--- src/rtl/mux_ser_pkg.sv ---
// Shared types and widths for the 8-bit mux-based serializer.
package mux_ser_pkg;

  localparam int DATA_W = 8;
  localparam int SEL_W  = 3;

  typedef enum logic [0:0] {
    IDLE  = 1'b0,
    SHIFT = 1'b1
  } state_t;

endpackage

--- src/rtl/mux_8x1.sv ---
// Plain 8:1 bit multiplexer: out is the input bit addressed by sel.
module mux_8x1
  import mux_ser_pkg::*;
(
  input  logic [DATA_W-1:0] in,
  input  logic [SEL_W-1:0]  sel,
  output logic              out
);

  assign out = in[sel];

endmodule

--- src/rtl/mux_serializer_8b.sv ---
// Byte-to-serial converter: latches a byte, then walks an 8:1 mux over it,
// one bit per cycle, with a back-to-back reload on the last bit.
module mux_serializer_8b
  import mux_ser_pkg::*;
#(
  parameter bit   MSB_FIRST  = 1'b0,
  parameter logic IDLE_LEVEL = 1'b0
) (
  input  logic              clk,
  input  logic              rst,
  input  logic              in_valid,
  input  logic [DATA_W-1:0] in_data,
  output logic              in_ready,
  output logic [SEL_W-1:0]  sel,
  output logic              ser_out,
  output logic              ser_valid,
  output logic              done
);

  localparam logic [SEL_W-1:0] START_IDX = MSB_FIRST ? SEL_W'(DATA_W - 1) : '0;
  localparam logic [SEL_W-1:0] LAST_IDX  = MSB_FIRST ? '0 : SEL_W'(DATA_W - 1);

  state_t            state;
  logic [DATA_W-1:0] hold;
  logic              mux_bit;
  logic              at_last;
  logic              accept;
  logic [SEL_W-1:0]  next_sel;

  assign at_last   = (state == SHIFT) && (sel == LAST_IDX);
  assign in_ready  = (state == IDLE) || at_last;
  assign accept    = in_valid && in_ready;
  assign next_sel  = MSB_FIRST ? (sel - SEL_W'(1)) : (sel + SEL_W'(1));
  assign ser_valid = (state == SHIFT);
  assign done      = at_last;
  assign ser_out   = ser_valid ? mux_bit : IDLE_LEVEL;

  mux_8x1 u_mux (
    .in  (hold),
    .sel (sel),
    .out (mux_bit)
  );

  // NOTE: sequential state uses non-blocking assignments so every register
  // samples the pre-edge values of the others, independent of statement order.
  always_ff @(posedge clk) begin
    if (rst) begin
      state <= IDLE;
      sel   <= START_IDX;
      hold  <= '0;
    end else begin
      case (state)
        IDLE: begin
          if (accept) begin
            state <= SHIFT;
            hold  <= in_data;
          end
        end
        SHIFT: begin
          if (at_last) begin
            // Last bit: either reload for a gapless next frame or drop to IDLE.
            sel <= START_IDX;
            if (accept) hold  <= in_data;
            else        state <= IDLE;
          end else begin
            sel <= next_sel;
          end
        end
        default: state <= IDLE;
      endcase
    end
  end

endmodule

--- config.mk ---
export PLATFORM = sky130hd
export DESIGN_NAME = mux_serializer_8b
export DESIGN_NICKNAME = d
export VERILOG_FILES = /design/src/rtl/mux_ser_pkg.sv /design/src/rtl/mux_8x1.sv /design/src/rtl/mux_serializer_8b.sv
export SDC_FILE = /design/constraint.sdc
export NUM_CORES = 1
export LEC_CHECK = 0
export CAP_MARGIN = 20
export CORE_AREA = 2 2 39 41
export DETAILED_ROUTE_END_ITERATION = 10
export DIE_AREA = 0 0 41 43
export MAX_ROUTING_LAYER = met4
export PLACE_DENSITY = 0.75
export SYNTH_ARGS = -nofsm -noshare
export SYNTH_HDL_FRONTEND = slang
export SYNTH_SLANG_ARGS = --single-unit
--- constraint.sdc ---
create_clock -name clk -period 4.1 [get_ports clk]
set_input_delay 0.82 -clock clk [delete_from_list [all_inputs] [get_ports clk]]
set_output_delay 0.82 -clock clk [all_outputs]
set_load 0.02 [all_outputs]
==> results.yml, run 1 <==
power:
  peakVddDrop_v: 0.000155
  seqPwrFrac_pct: 49.2
  comb_power_share_pct: 16.5
  power_switching_mw: 0.0626
  power_density_nw_per_um2: 350
  power.leakage_nw: 0.291
  power.share.switching_pct: 23.7
  power.internal_mw: 0.201
  clkPwrFrac_pct: 34.3
layout:
  nNetsFinal: 92
  final_util_pct: 54.3
  final_layout_size_suffix_gt1_share_pct: 7.69
  diodes: 0
  layout-area-overhead-vs-synth_pct: 39.8
  instances_no_fill: 94
grt:
  grt_max_degree: 13
  grtUsageTotal_pct: 16.6
  grt_pass1_vias: 453
  grt_pass1_wl_um: 1960
  grt_overflow: 0
  antenna_found_initial: 0
sta:
  tns_ps: 0
  final_max_slew_viol_count: 0
  finClkSkew_ps: 8.02
  setup_ws_ps: 989
  final_hold_viol_count: 0
  worst_slew_pin_slew_ps: 532
  setup_violations: 0
  rsz0062_at_grt: "no"
  fin_crit_sh_pct: 75.9
  fmax_mhz: 321
  fin_crit_ps: 3110
  relSlewSlack_pct: 64.5
die:
  rows: 14
  fp.dieArea_um2: 1760
  core_um2: 1380
  ios: 18
  fp.dieH_um: 43
  start_util_pct: 38.9
  die_w_um: 41
min_path:
  holdPathStages: 2
  hold_path_class: "reg2reg"
clock_network:
  cts_setup_buffers: 0
  clk_pin_slew_ps: 70
  clock_latency_ps: 270
  ctsHoldBuffers: 0
  cts_buffers: 3
  numClockSinks: 12
  post_cts_resized: 0
  clockBufferDepth: 2
  cts_tree: "yes"
  cts_max_level: 1
  clockRootBuffer: "clkbuf_4"
worst_setup_path:
  path_cells: "ha_1 > ha_1 > nor2b_1 > inv_2 > clkdlybuf4s50_1"
  cp_max_fo: 10
  critPathSlowestCell: "clkdlybuf4s50_1"
  r2r_slack_ps: 2320
  arrival_ps: 2290
  cpMostUsedCell: "ha_1"
  required_ps: 3280
  startpoint_type: "flip-flop"
  max_stage_delay_ps: 580
  critPathCaptureType: "output pin"
  ff2ff_path_depth: 6
  path_class: "reg2out"
detailed_routing:
  wl_met3_um: 63
  maxUsedRoutingLayer: "met3"
  met1_length_um: 532
  vias: 510
  viasPerCell: 5.43
  drtIter0Drc: 26
  drc: 0
  post_drt_wl_per_cell_um: 12.3
  first_pass_iters: 7
  ant_nets: 0
  wl_met2_um: 557
  wl_um: 1150
synth:
  syn_nets: 73
  synth_cell_types: 18
  synth_seq_cells: 12
  syn-instance-count: 60
  syn_area_um2: 538
  yosysWarnings: 0
  syn_avg_cell_area_um2: 8.97
  ys_seq_area_share_pct: 44.7
place:
  port_buffers: 17
  dp_slack_ps: 1260
  dp_hpwl_um: 861
  dp_cells: 90
  gp_congestion: 0.755
status:
  status: "complete, no violations"
run:
  drv_cap: 0
==> routing by layer <==
| metal | track usage [%] | vias to the layer above |
|---|---|---|
| li1 | - | 256 |
| met1 | 22.0 | 236 |
| met2 | 22.5 | 18 |
| met3 | 3.14 | 0 |
| met4 | 10.0 | 0 |
| met5 | - | - |
==> cells in the mapped netlist, drive strengths merged <==
cell type / number / area [µm²]
mux2i: 3 / 30.0
o31ai: 1 / 7.51
mux2: 1 / 11.3
buf: 1 / 5.00
a2bb2oi: 1 / 8.76
o21ai: 8 / 40.0
inv: 3 / 11.3
a311oi: 1 / 8.76
nand3: 8 / 40.0
ha: 2 / 25.0
nor2: 5 / 18.8
and2: 1 / 6.26
mux4: 1 / 26.3
dfxtp: 12 / 240
clkbuf: 2 / 7.51
a21oi: 9 / 45.0
nor2b: 1 / 6.26
==> critical path, delay by kind of cell (launching register included) <==
family | cells | cell delay, ps
AND/OR/NAND/NOR | 1 | 440
flip-flops | 1 | 380
adder cells (fa/ha/maj) | 2 | 430
buffers and inverters | 2 | 770
==> power groups by stage <==
stage | clock network, mW | registers [mW] | logic [mW]
floorplan | 0 | 0.133 | 0.0215
global route | 0.100 | 0.131 | 0.0487
global placement | 0 | 0.132 | 0.0428
CTS | 0.0933 | 0.130 | 0.0437
finish | 0.0904 | 0.130 | 0.0434
detailed placement | 0 | 0.132 | 0.0435
==> stage by stage <==
step / power [mW] / cell area, µm² / hold WS [ps]
after floorplan: 0.155 / 538 / 445
after global placement: 0.175 / 716 / 472
after detailed placement: 0.176 / 716 / 475
after CTS: 0.267 / 752 / 485
after global routing: 0.279 / 752 / 501
final: 0.263 / 752 / 484
==> flip-flops by register name, indices dropped and copies added, names as in the netlist <==
register / cells
hold: 8
sel: 3
ser_valid: 1
==> path summary, 6_finish.rpt <==
| path | startpoint | endpoint |
|---|---|---|
| min | hold[0] | hold[0] |
| min reg2reg | hold[0] | hold[0] |
| max reg2reg | sel[0] | hold[0] |
| max | sel[0] | in_ready |
==> cells in the final DEF (no fill, tap or decap), drive strengths merged <==
cell	count
clkdlybuf4s50	17
nor2b	1
mux2i	3
dfxtp	12
o21ai	8
and2	1
nand3	8
a21oi	9
a311oi	1
mux4	1
nor2	5
o31ai	1
a2bb2oi	1
inv	3
mux2	1
ha	2
clkbuf	4
==> cells by family (layout without fill, tap and decap cells) <==
| kind of cell | count (synthesis) | count (layout) | synth area share, % |
|---|---|---|---|
| compound gates | 20 | 20 | 20.5 |
| simple gates | 15 | 15 | 13.3 |
| flops | 12 | 12 | 44.7 |
| buf+inv | 6 | 24 | 4.42 |
| mux | 5 | 5 | 12.6 |
| fa+ha+maj | 2 | 2 | 4.65 |
==> area by class of cell <==
cell class                      instances  area, µm²
Timing Repair Buffer                   17        170
Sequential cell                        12        240
Clock buffer                            4       36.3
Multi-Input combinational cell         42        274
Tap cell                               16       20.0
Inverter                                3       11.3
Fill cell                             138        632
Note: power is estimated with default switching activity, not from simulation.
==> run 2: changes to the inputs <==
- CORE_AREA: 2 2 39 41 -> not set
- CORE_UTILIZATION: not set -> 38
- DIE_AREA: 0 0 41 43 -> not set
- PLACE_DENSITY: 0.75 -> 0.74
- clock period: 4.1 -> 2.67 ns (I/O delays scaled with it)
==> run 2 against run 1 <==
Net effect:
- flip-flop and latch count stayed put
- final area increased by 0.83%
- power up 56%
==> results.yml, run 2 (same netlist as run 1, synthesis figures left out) <==
layout:
  final_layout_size_suffix_gt1_share_pct: 8.86
  multi_input_area_um2: 274
  largest_reg_flops: 8
  register_area_um2: 240
  final_cell_mix: "clkdlybuf4s50_1 (17), dfxtp_1 (12), a21oi_1 (9)"
  diodes: 0
  fill_cells: 130
  nNetsFinal: 93
  postLayoutCellArea_um2: 758
  instances_no_fill: 94
  regMostFlops: "hold"
  layout-area-overhead-vs-synth_pct: 40.9
  final_common_cell: "clkdlybuf4s50_1"
worst_setup_path:
  critPathCaptureType: "output pin"
  crit_path_start: "sel[0]"
  ff2ff_path_depth: 6
  critPathCapture: "ser_out"
  arrival_ps: 2010
  cp_max_fo: 7
  regToRegStartpoint: "sel[0]"
  r2r_end: "hold[6]"
  startpoint_type: "flip-flop"
  required_ps: 2140
  r2r_slack_ps: 1180
  path_class: "reg2out"
detailed_routing:
  drc: 0
  post_drt_wl_per_cell_um: 11.9
  ant_nets: 0
  viasPerCell: 5.27
  vias: 495
  first_pass_iters: 4
  wl_um: 1120
  drtIter0Drc: 11
place:
  gp_congestion: 0.749
  dp_hpwl_um: 800
  dp_cells: 90
  port_buffers: 17
  placed_area_um2: 722
clock_network:
  clock_latency_ps: 270
  cts_buffers: 3
  clockRootBuffer: "clkbuf_4"
  cts_setup_buffers: 0
  clockBufferDepth: 2
  clk_pin_slew_ps: 80
  numClockSinks: 12
  ctsHoldBuffers: 0
  post_cts_resized: 0
  cts_tree: "yes"
  cts_max_level: 1
grt:
  grt_pass1_wl_um: 1880
  antenna_found_initial: 0
  grt_max_degree: 13
  grt_pass1_vias: 394
  grtUsageTotal_pct: 19.6
  grt_overflow: 0
sta:
  relSlewSlack_pct: 71.7
  setup_violations: 0
  finClkSkew_ps: 2.86
  fin_crit_sh_pct: 95.4
  fin_crit_ps: 2550
  rsz0062_at_grt: "no"
  tns_ps: 0
  final_max_slew_viol_count: 0
  final_hold_viol_count: 0
  worst_slew_pin_slew_ps: 424
  fmax_mhz: 393
min_path:
  hold_path_class: "reg2reg"
power:
  power.total_mw: 0.411
  peakVddDrop_v: 0.000318
  power_switching_mw: 0.101
  power.internal_mw: 0.310
  seqPwrFrac_pct: 48.5
  comb_power_share_pct: 16.6
  power.leakage_nw: 0.296
  clkPwrFrac_pct: 35.0
  power.share.switching_pct: 24.6
  power_density_nw_per_um2: 542
die:
  die_w_um: 39.6
  rows: 13
  ios: 18
  core_um2: 1300
  start_util_pct: 41.3
  fp.dieH_um: 39.6
  fp.dieArea_um2: 1570
status:
  status: "complete, no violations"
run:
  drv_cap: 0
## run 2: metrics by stage
stage               util [%]  hold WS (ps)  worst slack [ps]
CTS                     58.3           482               119
global route            58.3           495              3.48
global placement        55.5           468               458
floorplan                  -           445               734
detailed placement      55.5           471               425
finish                  58.3           482               124
## run 2: area by class of cell
| type | count | area share (%) |
|---|---|---|
| timing repair buffer | 18 | 23.4 |
| multi-input combinational | 42 | 36.1 |
| inverter | 3 | 1.49 |
| sequential | 12 | 31.7 |
| tap | 15 | 2.48 |
| clock buffer | 4 | 4.79 |
## run 2: critical path: stages, from the launching register on
cell and delay, ps:
dfxtp_1 460, mux4_1 580, nor2_1 110, a311oi_1 50
clkdlybuf4s50_1 550
## run 2: how the worst min path moves through the flow
stage / slack, ps / to / startpoint / cells past startpoint
3_5_place_dp: 470 / hold[7] / hold[7] / 2
5_1_grt: 500 / hold[3] / hold[3] / 2
6_report: 480 / hold[5] / hold[5] / 2
3_3_place_gp: 470 / hold[6] / hold[6] / 2
4_1_cts: 480 / hold[7] / hold[7] / 2
2_1_floorplan: 450 / hold[0] / hold[0] / 2
## run 2: per-layer routing
layer	GRT usage [%]	vias up	wire [µm]
li1	-	254	-
met1	26.1	226	534
met2	25.8	13	526
met3	5.11	2	51
met4	12.9	0	11
met5	-	-	0
## run 2: power by group through the flow
stage	clock, mW	combinational (mW)	sequential, mW
after floorplan	0	0.0330	0.205
after global placement	0	0.0682	0.203
after detailed placement	0	0.0685	0.203
after CTS	0.148	0.0688	0.199
after global routing	0.160	0.0751	0.201
final	0.144	0.0681	0.199
